[src/rtl/tiny_rv_pkg.sv]
// Shared tiny_rv definitions: decode opcodes and hazard sequencer states.
// Latency: n/a (types and constants only).
// Backpressure: n/a.
package tiny_rv_pkg;

   // RV32I major opcodes that the hazard logic needs to recognise
   localparam logic [6:0] OPC_LOAD   = 7'b0000011;
   localparam logic [6:0] OPC_STORE  = 7'b0100011;
   localparam logic [6:0] OPC_BRANCH = 7'b1100011;
   localparam logic [6:0] OPC_OP     = 7'b0110011;
   localparam logic [6:0] OPC_LUI    = 7'b0110111;
   localparam logic [6:0] OPC_AUIPC  = 7'b0010111;
   localparam logic [6:0] OPC_JAL    = 7'b1101111;

   typedef enum logic [1:0] {
      S_RUN   = 2'd0,
      S_LU    = 2'd1,
      S_MEM   = 2'd2,
      S_FLUSH = 2'd3
   } hazard_state_e;

endpackage

[src/rtl/tiny_rv_hazard_detect.sv]
// Load-use detector: does the decode instruction read the register an EX load writes.
// Latency: purely combinational.
// Backpressure: none; the sequencer decides whether the result is acted on.
module tiny_rv_hazard_detect
   import tiny_rv_pkg::*;
(
   input  logic [6:0] i_opcode,
   input  logic [4:0] i_rs1,
   input  logic [4:0] i_rs2,
   input  logic       i_ex_is_load,
   input  logic [4:0] i_ex_rd,
   output logic       o_hazard
);

   logic w_uses_rs1;
   logic w_uses_rs2;
   logic w_rs1_match;
   logic w_rs2_match;

   // U-type and JAL carry immediate bits in the rs1 field; only R/B/S formats read rs2
   always_comb begin
      w_uses_rs1 = 1'b1;
      w_uses_rs2 = 1'b0;
      case (i_opcode)
         OPC_LUI, OPC_AUIPC, OPC_JAL:   w_uses_rs1 = 1'b0;
         OPC_OP, OPC_BRANCH, OPC_STORE: w_uses_rs2 = 1'b1;
         default: ;
      endcase
   end

   assign w_rs1_match = w_uses_rs1 && (i_rs1 == i_ex_rd);
   assign w_rs2_match = w_uses_rs2 && (i_rs2 == i_ex_rd);
   // x0 is never a real dependency
   assign o_hazard    = i_ex_is_load && (i_ex_rd != 5'd0) && (w_rs1_match || w_rs2_match);

endmodule

[src/rtl/tiny_rv_hazard_ctrl.sv]
// Pipeline sequencer: stall/flush/bubble/redirect from load-use, mem wait, taken branch.
// Latency: outputs combinational from state+inputs; state and flush counter registered.
// Backpressure: mem wait dominates (stall, redirect held off); optional TINY_RV_HAZARD_PERF_EN adds counters.
module tiny_rv_hazard_ctrl
   import tiny_rv_pkg::*;
#(
   parameter int FLUSH_CYCLES = 2,
   parameter int PC_W         = 32
)
(
   input  logic            i_clk,
   input  logic            i_reset,
   input  logic [6:0]      decode_opcode,
   input  logic [4:0]      decode_rs1,
   input  logic [4:0]      decode_rs2,
   input  logic            ex_is_load,
   input  logic [4:0]      ex_rd,
   input  logic            ex_redirect,
   input  logic [PC_W-1:0] ex_target,
   input  logic            mem_req,
   input  logic            mem_ready,
   output logic            o_pipe_stall,
   output logic            o_pipe_flush,
   output logic            o_ex_bubble,
   output logic            o_redirect_valid,
   output logic [PC_W-1:0] o_redirect_pc
`ifdef TINY_RV_HAZARD_PERF_EN
   ,
   output logic [31:0]     o_stall_cycles,
   output logic [31:0]     o_flush_events
`endif
);

   localparam logic [2:0] LP_FLUSH_RELOAD = 3'(FLUSH_CYCLES - 1);

   hazard_state_e r_state;
   hazard_state_e w_next_state;
   logic [2:0]    r_flush_cnt;
   logic [2:0]    w_next_cnt;
   logic          w_mem_wait;
   logic          w_lu_hazard;
   logic          w_stall;
   logic          w_flush;
   logic          w_bubble;
   logic          w_redir;

   assign w_mem_wait = mem_req && !mem_ready;

   tiny_rv_hazard_detect u_detect (
      .i_opcode     (decode_opcode),
      .i_rs1        (decode_rs1),
      .i_rs2        (decode_rs2),
      .i_ex_is_load (ex_is_load),
      .i_ex_rd      (ex_rd),
      .o_hazard     (w_lu_hazard)
   );

   // Priority arbitration: mem wait > redirect > load-use, per current state
   always_comb begin
      w_next_state = r_state;
      w_next_cnt   = r_flush_cnt;
      w_stall      = 1'b0;
      w_flush      = 1'b0;
      w_bubble     = 1'b0;
      w_redir      = 1'b0;
      case (r_state)
         S_RUN, S_LU: begin
            if (w_mem_wait) begin
               w_stall      = 1'b1;
               w_next_state = S_MEM;
            end else if (ex_redirect) begin
               w_redir  = 1'b1;
               w_flush  = 1'b1;
               w_bubble = 1'b1;
               if (FLUSH_CYCLES > 1) begin
                  w_next_state = S_FLUSH;
                  w_next_cnt   = LP_FLUSH_RELOAD;
               end else begin
                  w_next_state = S_RUN;
               end
            end else if ((r_state == S_RUN) && w_lu_hazard) begin
               w_stall      = 1'b1;
               w_bubble     = 1'b1;
               w_next_state = S_LU;
            end else begin
               w_next_state = S_RUN;
            end
         end
         S_MEM: begin
            if (w_mem_wait) begin
               w_stall = 1'b1;
            end else begin
               // a non-zero count means the wait interrupted a flush window
               w_next_state = (r_flush_cnt != 3'd0) ? S_FLUSH : S_RUN;
            end
         end
         S_FLUSH: begin
            // EX holds only bubbles here, so ex_redirect is not looked at
            w_flush = 1'b1;
            if (w_mem_wait) begin
               w_stall      = 1'b1;
               w_next_state = S_MEM;
            end else begin
               w_bubble   = 1'b1;
               w_next_cnt = (r_flush_cnt != 3'd0) ? (r_flush_cnt - 3'd1) : 3'd0;
               if (r_flush_cnt <= 3'd1) begin
                  w_next_state = S_RUN;
               end
            end
         end
         default: begin
            w_next_state = S_RUN;
            w_next_cnt   = 3'd0;
         end
      endcase
   end

   // Outputs are forced low during the reset cycle
   assign o_pipe_stall     = w_stall  && !i_reset;
   assign o_pipe_flush     = w_flush  && !i_reset;
   assign o_ex_bubble      = w_bubble && !i_reset;
   assign o_redirect_valid = w_redir  && !i_reset;
   assign o_redirect_pc    = o_redirect_valid ? ex_target : '0;

   // State and flush counter registers
   always_ff @(posedge i_clk) begin
      if (i_reset) begin
         r_state     <= S_RUN;
         r_flush_cnt <= 3'd0;
      end else begin
         r_state     <= w_next_state;
         r_flush_cnt <= w_next_cnt;
      end
   end

`ifdef TINY_RV_HAZARD_PERF_EN
   logic [31:0] r_stall_cycles;
   logic [31:0] r_flush_events;

   // Free-running event counters, wrap naturally at 2^32
   always_ff @(posedge i_clk) begin
      if (i_reset) begin
         r_stall_cycles <= 32'd0;
         r_flush_events <= 32'd0;
      end else begin
         if (o_pipe_stall)     r_stall_cycles <= r_stall_cycles + 32'd1;
         if (o_redirect_valid) r_flush_events <= r_flush_events + 32'd1;
      end
   end

   assign o_stall_cycles = r_stall_cycles;
   assign o_flush_events = r_flush_events;
`endif

endmodule

[config.mk]
export PLATFORM = sky130hd
export DESIGN_NAME = tiny_rv_hazard_ctrl
export DESIGN_NICKNAME = d
export VERILOG_FILES = /design/src/rtl/tiny_rv_pkg.sv /design/src/rtl/tiny_rv_hazard_detect.sv /design/src/rtl/tiny_rv_hazard_ctrl.sv
export SDC_FILE = /design/constraint.sdc
export NUM_CORES = 1
export LEC_CHECK = 0
export ABC_AREA = 1
export BUFFER_PORTS_ARGS = -buffer_cell sky130_fd_sc_hd__clkbuf_2
export CORE_ASPECT_RATIO = 1.2
export CORE_UTILIZATION = 36
export DETAILED_ROUTE_END_ITERATION = 10
export GPL_TIMING_DRIVEN = 1
export PLACE_DENSITY = 0.87
export SYNTH_ARGS = -nofsm -noshare
export SYNTH_HDL_FRONTEND = slang
export SYNTH_HIERARCHICAL = 1
export SYNTH_SLANG_ARGS = --single-unit
[constraint.sdc]
create_clock -name i_clk -period 1.2 [get_ports i_clk]
set_clock_uncertainty 0.05 [all_clocks]
set_input_delay 0.06 -clock i_clk [delete_from_list [all_inputs] [get_ports i_clk]]
set_output_delay 0.06 -clock i_clk [all_outputs]
set_load 0.005 [all_outputs]
==> impl_metrics.csv, run 1 <==
group,metric,value,unit
die,core_area,0.00253,mm²
synth,synth-compound-area-share,4.33,%
clocking,clkLatencyLatePin,0.23,ns
drt,num_vias,1406,
sta,rsz0062_at_grt,"yes",
setup_path,cp_num_buf_inv,3,
power,ir_drop,0.597,mV
finish,drive_above_1_share,54.6,%
placement,dp_slack,-0.0957,ns
drt,first_pass_iters,4,
synth,yosysSeqAreaShare,10.5,%
synth,synthCells,186,
setup_path,reg2reg_to,"r_state[0]",
die,die_x,49.0,µm
clocking,clk_path_buf_depth,2,
grt,grt_pass1_wl,4570,µm
setup_path,crit_type,"flop to output port",
setup_path,r2r_cells,7,
sta,finalCritPeriodShare,113,%
synth,synth_top_family_by_area,"simple AND/OR/NAND/NOR gates",
sta,setup_viol,36,
sta,finalHoldViolCount,0,
clocking,clkSlewWorstSetupHoldPaths,0.04,ns
finish,num_antenna_cells,0,
sta,slew_headroom,85.1,%
run_status,status,"finished, violations left",
drt,ant_nets,0,
finish,final_area,0.00174,mm²
synth,synth_fp_nets,246,
synth,yosysUniqueCellTypes,18,
drt,wl,2940,µm
clocking,cts_buffers,3,
synth,synthesis.area,955,µm²
setup_path,slowest_stage,"dfxtp_2",
drt,post-route-drc-count,0,
synth,synth_seq_cells,5,
finish,layout_common_cells,"clkbuf_2, inv_1, nand2_1, nor2_2, nor2_4",
hold_path,hold-path-cell-count,4,
drt,first_iter_violations,30,
synth,avgSynthCellArea,5.13,µm²
clocking,root_buffer,"clkbuf_4",
finish,area_growth_syn_to_layout,82.2,%
synth,synth_fa_ha_area_share,0,%
sta,max_freq,738,MHz
power,p_per_area,480,mW/mm²
die,start_util,37.8,%
setup_path,crit_chain,"inv_2 -> nand4_4 -> buf_12 -> nor2_4 -> clkbuf_2",
setup_path,path_delay_family,"buffers and inverters",
setup_path,cp-start-kind,"flop",
setup_path,cp_max_fo,8,
setup_path,required,1.09,ns
power,power,834,µW
sta,fin_ws,-0.155,ns
power,p_leak,0.00113,µW
die,top_level_ports,96,
finish,nNetsFinal,354,
grt,grtUsageTotal,19.8,%
die,die_area,0.00286,mm²
synth,yosysWarnings,6,
drt,viasPerCell,4.31,
flow_run,drv_cap,0,
setup_path,critical_path.max_stage_delay,0.32,ns
synth,synth_top_cells_by_area,"inv_1, nor2_2, nand2_1",
finish,fin_cells,326,
sta,worst_pin_slew,0.223,ns
synth,muxShareOfSynthArea,0,%
clocking,htree_levels,1,
synth,synth-xor-area-share,2.75,%
run_status,failed_checks,"negative setup slack",
synth,synth_top_area_share,21.2,%
synth,synthSimpleGateAreaFrac,56.1,%
grt,grt_max_degree,16,
placement,postPlaceCellArea,0.00148,mm²
grt,antenna_found_initial,0,
hold_path,hp-start,"i_reset",
grt,grt_pass1_vias,1214,
die,dieHeight,58.4,µm
setup_path,ff2ff_setup_slack,0.10,ns
die,row_count,20,
setup_path,worstSetupEndpointType,"output port",
hold_path,hp-class,"input port to flop",
clocking,cts_sinks,5,
finish,mostFrequentLayoutCell,"clkbuf_2",
placement,io_buffers,95,
grt,overflow,0,
sta,drv_slew,0,
clocking,cts_tree,"done",
hold_path,min_to,"r_state[1]",
drt,detail_route.wl_per_cell,9.00,µm
placement,dpl.cell_count,315,
setup_path,cp.arrival,1.24,ns
setup_path,r2r-start,"r_state[1]",
placement,hpwl,2180,µm
sta,post-route-min-period,1.35,ns
synth,synth_top_cell_by_area,"inv_1",
placement,finalWeightedCongestion,0.799,
-- report_power, final --
group          switching [µW]  internal, µW  leakage, µW
clock network            57.5           125    0.0000150
logic                     239           231      0.00107
registers                5.46           177    0.0000413
-- area by class of cell --
type                            count  area [µm²]
Timing Repair Buffer              106         647
Clock buffer                        4        26.3
Tap cell                           33        41.3
Sequential cell                     5         101
Multi-Input combinational cell    120         706
Fill cell                         234         788
Inverter                           58         218
-- stage by stage --
step / util (%) / TNS (ns) / hold WS [ns]
2_1_floorplan: - / 0 / 0.0791
3_3_place_gp: 58.6 / -0.0931 / 0.232
3_5_place_dp: 58.6 / -0.150 / 0.234
4_1_cts: 66.4 / -4.60 / 0.102
5_1_grt: 68.8 / -7.83 / 0.150
6_report: 68.8 / -4.68 / 0.153
-- repair_timing --
item / 4_1_cts / 5_1_grt
pin swaps: 1 / 1
resized for setup: 21 / 26
buffers inserted: 2 / 2
gates cloned: 2 / 0
setup endpoints to repair: 33 / 36
hold endpoints to repair: 1 / 0
hold buffers: 1 / 0
-- worst register-to-register path: stages, from the launching register on --
cell	delay, ns
dfxtp_2	0.33
inv_2	0.05
buf_4	0.14
nand3_1	0.11
buf_4	0.12
nand2_1	0.04
nor2_1	0.10
nor2_1	0.05
-- how the worst max path moves through the flow --
stage	from	end	slack [ns]	cells after the start
after CTS	r_state[1]	o_redirect_pc[9]	-0.14	5
after detailed placement	ex_rd[4]	o_ex_bubble	-0.1	12
after floorplan	decode_opcode[2]	o_ex_bubble	0.26	9
final	r_state[1]	o_redirect_pc[19]	-0.15	5
after global routing	r_state[1]	o_redirect_pc[9]	-0.25	5
after global placement	ex_rd[4]	o_ex_bubble	-0.06	12
-- state kept, by name (all words and copies together), names as in the netlist --
name,cells
r_flush_cnt,3
r_state,2
-- cell usage after synthesis --
master,instances
nand4_1,2
a21oi_1,4
dfxtp_1,5
a31oi_1,1
nand3b_1,1
xnor2_1,3
nand4_4,1
inv_2,4
nand2_2,2
buf_6,3
and2_1,1
nor2_1,18
o21ai_0,3
nand3_2,1
nand2_1,45
nand3_1,7
inv_1,54
nor2_2,31
-- kinds of logic after synthesis --
family,count (synthesis)
flops,5
buf+inv,61
xor+xnor,3
compound gates,8
simple gates,109
-- layer usage --
layer  GRT usage, %  wire (µm)  vias up
li1               -          -      740
met1           17.5       1020      603
met2           43.1       1690       61
met3           4.39        206        2
met4           5.88         17        0
met5              0          0        -
Note: power is estimated with default switching activity, not from simulation.
==> inputs of run 2 (changes only) <==
--- a/config.mk
+++ b/config.mk
@@ -5,13 +5,12 @@
 export SDC_FILE = /design/constraint.sdc
 export NUM_CORES = 1
 export LEC_CHECK = 0
-export ABC_AREA = 1
 export BUFFER_PORTS_ARGS = -buffer_cell sky130_fd_sc_hd__clkbuf_2
 export CORE_ASPECT_RATIO = 1.2
-export CORE_UTILIZATION = 36
+export CORE_UTILIZATION = 31
 export DETAILED_ROUTE_END_ITERATION = 10
 export GPL_TIMING_DRIVEN = 1
-export PLACE_DENSITY = 0.87
+export PLACE_DENSITY = 0.85
 export SYNTH_ARGS = -nofsm -noshare
 export SYNTH_HDL_FRONTEND = slang
 export SYNTH_HIERARCHICAL = 1
==> run 2 against run 1 <==
Net effect: the run still ends with negative setup slack left; count of clock-buffer cells in the layout stayed put; critical path depth rose by 4; area after synthesis shrank 22%; final cell count down 25%; wire length increased by 25%; global-route usage rose by 3.8 points; register-to-register slack got worse by 0.12 ns; flip-flop and latch count did not move; critical endpoint is now o_ex_bubble; highest routed layer unchanged.
==> impl_metrics.csv, run 2 <==
group,metric,value,unit
clocking,root_buffer,"clkbuf_4",
sta,drv_slew,0,
synth,synth_top_family_by_area,"simple AND/OR/NAND/NOR gates",
setup_path,required,1.09,ns
clocking,clkSlewWorstSetupHoldPaths,0.04,ns
die,die_x,46.6,µm
synth,synthSimpleGateAreaFrac,47.6,%
grt,antenna_found_initial,0,
clocking,htree_levels,1,
sta,worst_pin_slew,0.253,ns
sta,finalHoldViolCount,0,
power,power.share.clock,22.2,%
drt,first_iter_violations,17,
sta,post-route-min-period,1.58,ns
power,p_leak,0.000904,µW
sta,fin_ws,-0.379,ns
synth,synth.most_common_cell,"and2_1",
placement,finalWeightedCongestion,0.820,
synth,synth-compound-area-share,18.6,%
sta,finalCritPeriodShare,132,%
placement,dpl.cell_count,230,
power,intPower,597,µW
drt,first_pass_iters,4,
setup_path,cp-start-kind,"input port",
finish,mostFrequentLayoutCell,"clkbuf_2",
run_status,failed_checks,"negative setup slack",
flow_run,drv_cap,0,
finish,fin_cells,244,
finish,multi_input_area,719,µm²
drt,detail_route.wl_per_cell,15.1,µm
synth,synth_seq_cells,5,
synth,synth_fa_ha_area_share,0,%
power,ir_drop,0.640,mV
setup_path,cp_max_fo,2,
power,p_per_area,492,mW/mm²
clocking,clkLatencyLatePin,0.24,ns
grt,grt_max_degree,18,
die,dieHeight,55.5,µm
synth,muxShareOfSynthArea,1.35,%
finish,regArea,105,µm²
finish,n_fill_cell,165,
grt,grtUsageTotal,23.5,%
setup_path,cp.arrival,1.47,ns
finish,drive_above_1_share,77.9,%
synth,synthesis.area,741,µm²
synth,yosysUniqueCellTypes,34,
power,combPwrFrac,56.6,%
finish,largest_reg_flops,3,
finish,final_util,77.1,%
placement,hpwl,2250,µm
synth,synth_fp_nets,156,
power,power_frac_seq,21.2,%
synth,synth_top_area_share,27.0,%
clocking,clk_path_buf_depth,2,
synth,netlist_top_cells_count,"and2_1, xor2_1, a21oi_1, dfxtp_1",
grt,grt_pass1_wl,4540,µm
clocking,cts_sinks,5,
drt,viasPerCell,4.84,
clocking,cts_buffers,3,
grt,overflow,0,
synth,avgSynthCellArea,7.72,µm²
die,core_area,0.00228,mm²
drt,post-route-drc-count,0,
synth,synth-xor-area-share,11.8,%
synth,synth_top_cells_by_area,"and2_1, dfxtp_1, xor2_1",
clocking,cts_tree,"done",
synth,synth_ff_type,"dfxtp_1",
sta,max_freq,633,MHz
sta,setup_viol,39,
drt,ant_nets,0,
finish,layout_common_cells,"clkbuf_2, buf_6, and2_4, buf_4, and2_1",
die,die_area,0.00259,mm²
placement,io_buffers,95,
grt,grt_pass1_vias,1044,
synth,synth_top_cell_by_area,"and2_1",
die,row_count,19,
synth,yosysWarnings,6,
power,switchingPower,267,µW
finish,nNetsFinal,274,
finish,num_antenna_cells,0,
power,netSwitchingFraction,30.9,%
setup_path,crit_type,"input port to output port",
power,power,865,µW
die,start_util,32.5,%
hold_path,hp-class,"input port to flop",
die,top_level_ports,96,
run_status,status,"finished, violations left",
setup_path,worstSetupEndpointType,"output port",
drt,wl,3680,µm
finish,largest_register,"r_flush_cnt",
sta,rsz0062_at_grt,"yes",
finish,biggestRegsByFlops,"r_flush_cnt (3), r_state (2)",
synth,synth_edf_count,0,
synth,synthArstFlopShare,0,%
drt,num_vias,1181,
synth,synthCells,96,
finish,area_growth_syn_to_layout,138,%
synth,yosysSeqAreaShare,13.5,%
sta,slew_headroom,83.1,%
==> run 2: cell count changes in the layout (fill, tap and decap cells not counted), moves of 18 or more <==
cell and change:
buf_6 +33, inv_1 -50, nand2_1 -41, and2_4 +24
nor2_2 -21, clkbuf_2 -18
==> run 2: power by group through the flow <==
stage	Clock, µW	Sequential (µW)	Combinational (µW)
floorplan	0	185	147
global placement	0	184	329
detailed placement	0	185	337
CTS	198	182	414
global route	217	185	523
finish	192	184	489
==> run 2: kinds of logic after synthesis <==
group | after synthesis
AOI/OAI and AO/OA | 19
xor gates and xnor gates | 10
buffers and inverters | 6
DFF | 5
muxes | 1
and+or+nand+nor | 55
==> run 2: worst max-delay path, stage by stage <==
cell and delay (ns):
clkbuf_2 0.09, nand4b_1 0.20, a211oi_2 0.18, nand4_1 0.13
a21oi_2 0.16, nor2b_4 0.15, o21bai_1 0.08, a211oi_1 0.25
buf_2 0.16
==> run 2: metal layers <==
metal,track usage [%],vias to the layer above,wire length (µm)
met5,0,-,0
met4,6.53,0,150
li1,-,563,-
met3,1.63,12,240
met2,47.2,60,2130
met1,23.2,546,1160
==> run 2: final timing paths <==
check / from / cells past startpoint / slack [ns] / to
max: decode_opcode[2] / 9 / -0.38 / o_ex_bubble
min: mem_req / 3 / 0.14 / r_state[1]
min reg2reg: r_flush_cnt[2] / 2 / 0.40 / r_flush_cnt[2]
max reg2reg: r_state[1] / 5 / -0.02 / r_flush_cnt[0]
==> run 2: through the flow <==
step	hold WS (ns)	instance area, µm²	setup slack [ns]	setup TNS (ns)
2_1_floorplan	0.180	741	-0.0971	-0.177
3_3_place_gp	0.339	1320	-0.328	-0.847
3_5_place_dp	0.340	1320	-0.430	-1.08
4_1_cts	0.123	1530	-0.368	-9.78
5_1_grt	0.146	1760	-0.486	-12.58
6_report	0.136	1760	-0.379	-10.22
==> run 2: timing repair <==
item,in CTS,in global routing
gates resized for setup,19,84
setup endpoints to repair,38,40
setup buffers,8,1
gates cloned,3,2
hold endpoints to repair,0,0
hold buffers,0,0
pin swaps,10,33
==> run 2: cell type report <==
class / instances / area share (%)
Clock buffer: 4 / 1.49
Inverter: 1 / 0.213
Multi-Input combinational cell: 85 / 40.9
Sequential cell: 5 / 5.97
Tap cell: 31 / 2.20
Timing Repair Buffer: 118 / 49.2
==> inputs of run 3 (changes only) <==
--- a/config.mk
+++ b/config.mk
@@ -11,6 +11,7 @@
 export DETAILED_ROUTE_END_ITERATION = 10
 export GPL_TIMING_DRIVEN = 1
 export PLACE_DENSITY = 0.85
+export RECOVER_POWER = 25
 export SYNTH_ARGS = -nofsm -noshare
 export SYNTH_HDL_FRONTEND = slang
 export SYNTH_HIERARCHICAL = 1
==> run 3 against run 2 <==
Net effect: the flow still finishes with violations (negative setup slack); wire length is the same; core utilization shrank 0.055 points; non-clock buffer count is the same; sequential power is essentially flat; count of clock-buffer cells in the layout is the same.
==> impl_metrics.csv, run 3 (synthesized netlist as in run 2, its figures left out) <==
group,metric,value,unit
run_status,status,"finished, violations left",
run_status,failed_checks,"negative setup slack",
grt,overflow,0,
finish,biggestRegsByFlops,"r_flush_cnt (3), r_state (2)",
power,p_per_area,492,mW/mm²
placement,finalWeightedCongestion,0.820,
sta,setup_viol,39,
die,top_level_ports,96,
die,row_count,19,
grt,antenna_found_initial,0,
drt,post-route-drc-count,0,
placement,io_buffers,95,
sta,worst_pin_slew,0.253,ns
finish,multi_input_area,719,µm²
drt,num_vias,1181,
setup_path,r2r-start,"r_state[1]",
grt,grt_pass1_vias,1044,
finish,num_antenna_cells,0,
placement,postPlaceCellArea,0.00132,mm²
finish,mostFrequentLayoutCell,"clkbuf_2",
grt,grt_pass1_wl,4540,µm
clocking,cts_tree,"done",
grt,grtUsageTotal,23.5,%
clocking,clkSlewWorstSetupHoldPaths,0.04,ns
finish,largest_register,"r_flush_cnt",
clocking,cts_buffers,3,
die,die_area,0.00259,mm²
power,ir_drop,0.640,mV
finish,regArea,104,µm²
setup_path,cp.arrival,1.47,ns
clocking,cts_sinks,5,
finish,final_util,77.0,%
setup_path,worstSetupEndpointType,"output port",
setup_path,crit_type,"input port to output port",
die,dieHeight,55.5,µm
sta,max_freq,633,MHz
drt,viasPerCell,4.84,
finish,nNetsFinal,274,
hold_path,hp-class,"input port to flop",
placement,dp_slack,-0.430,ns
setup_path,startpoint,"decode_opcode[2]",
finish,final_area,0.00176,mm²
sta,fin_ws,-0.379,ns
die,core_area,0.00228,mm²
setup_path,required,1.09,ns
clocking,clkLatencyLatePin,0.24,ns
finish,largest_reg_flops,3,
drt,wl,3680,µm
drt,first_pass_iters,4,
setup_path,reg2reg_to,"r_flush_cnt[0]",
setup_path,r2r_cells,5,
setup_path,cp_max_fo,2,
sta,finalHoldViolCount,0,
drt,detail_route.wl_per_cell,15.1,µm
sta,drv_slew,0,
power,p_leak,0.000904,µW
setup_path,ff2ff_setup_slack,-0.03,ns
sta,rsz0062_at_grt,"yes",
clocking,ctsHoldBuffers,0,
finish,drive_above_1_share,77.5,%
drt,ant_nets,0,
sta,slew_headroom,83.1,%
clocking,clk_path_buf_depth,2,
drt,first_iter_violations,17,
finish,n_fill_cell,166,
die,die_x,46.6,µm
sta,finalCritPeriodShare,132,%
sta,setup_tns,-10.22,ns
finish,layout_common_cells,"clkbuf_2, buf_6, and2_4, buf_4, and2_1",
setup_path,crit_end,"o_ex_bubble",
setup_path,cp-start-kind,"input port",
sta,post-route-min-period,1.58,ns
finish,area_growth_syn_to_layout,137,%
flow_run,drv_cap,0,
power,power,864,µW
clocking,htree_levels,1,
die,start_util,32.5,%
clocking,root_buffer,"clkbuf_4",
grt,grt_max_degree,18,
placement,hpwl,2250,µm
run 3: changes by cell type in the layout (fill, tap and decap cells not counted):
cell / before / now
dfxtp_1: 1 / 2
dfxtp_2: 4 / 3
run 3: cell type report:
type / instances / share of cell area [%]
inverter: 1 / 0.214
sequential: 5 / 5.91
tap: 31 / 2.21
clock buffer: 4 / 1.49
timing repair buffer: 118 / 49.3
multi-input combinational: 85 / 40.9
run 3: how the worst min path moves through the flow:
stage	cells past startpoint	slack (ns)	from	endpoint
floorplan	1	0.18	ex_target[0]	o_redirect_pc[0]
global placement	3	0.34	ex_target[30]	o_redirect_pc[30]
detailed placement	3	0.34	ex_target[17]	o_redirect_pc[17]
CTS	3	0.12	mem_req	r_state[1]
global route	3	0.15	i_reset	r_flush_cnt[1]
finish	3	0.14	mem_req	r_state[1]
run 3: repair_timing:
action | 4_1_cts | 5_1_grt
pin swaps | 10 | 33
buffers inserted | 8 | 1
setup endpoints to repair | 38 | 40
resized for setup | 19 | 84
hold endpoints to repair | 0 | 0
gates cloned | 3 | 2
run 3: per-layer routing:
layer  GRT usage (%)  wire length [µm]  vias to the layer above
met3            1.63               240                       12
met5               0                 0                        -
met1            23.2              1160                      546
met4            6.53               150                        0
li1                -                 -                      563
met2            47.2              2130                       60
run 3: worst max-delay path, stage by stage:
cell	delay, ns
clkbuf_2	0.09
nand4b_1	0.20
a211oi_2	0.18
nand4_1	0.13
a21oi_2	0.16
nor2b_4	0.15
o21bai_1	0.08
a211oi_1	0.25
buf_2	0.16
run 3: stage by stage:
stage	cells	hold WS (ns)
6_report	244	0.144
5_1_grt	244	0.146
4_1_cts	245	0.123
3_5_place_dp	230	0.340
3_3_place_gp	230	0.339
2_1_floorplan	96	0.180
run 3: report_power, final:
part	internal, µW	switching, µW	total [µW]
combinational	295	194	489
clock	126	66.6	192
sequential	176	6.90	183
total	597	267	864
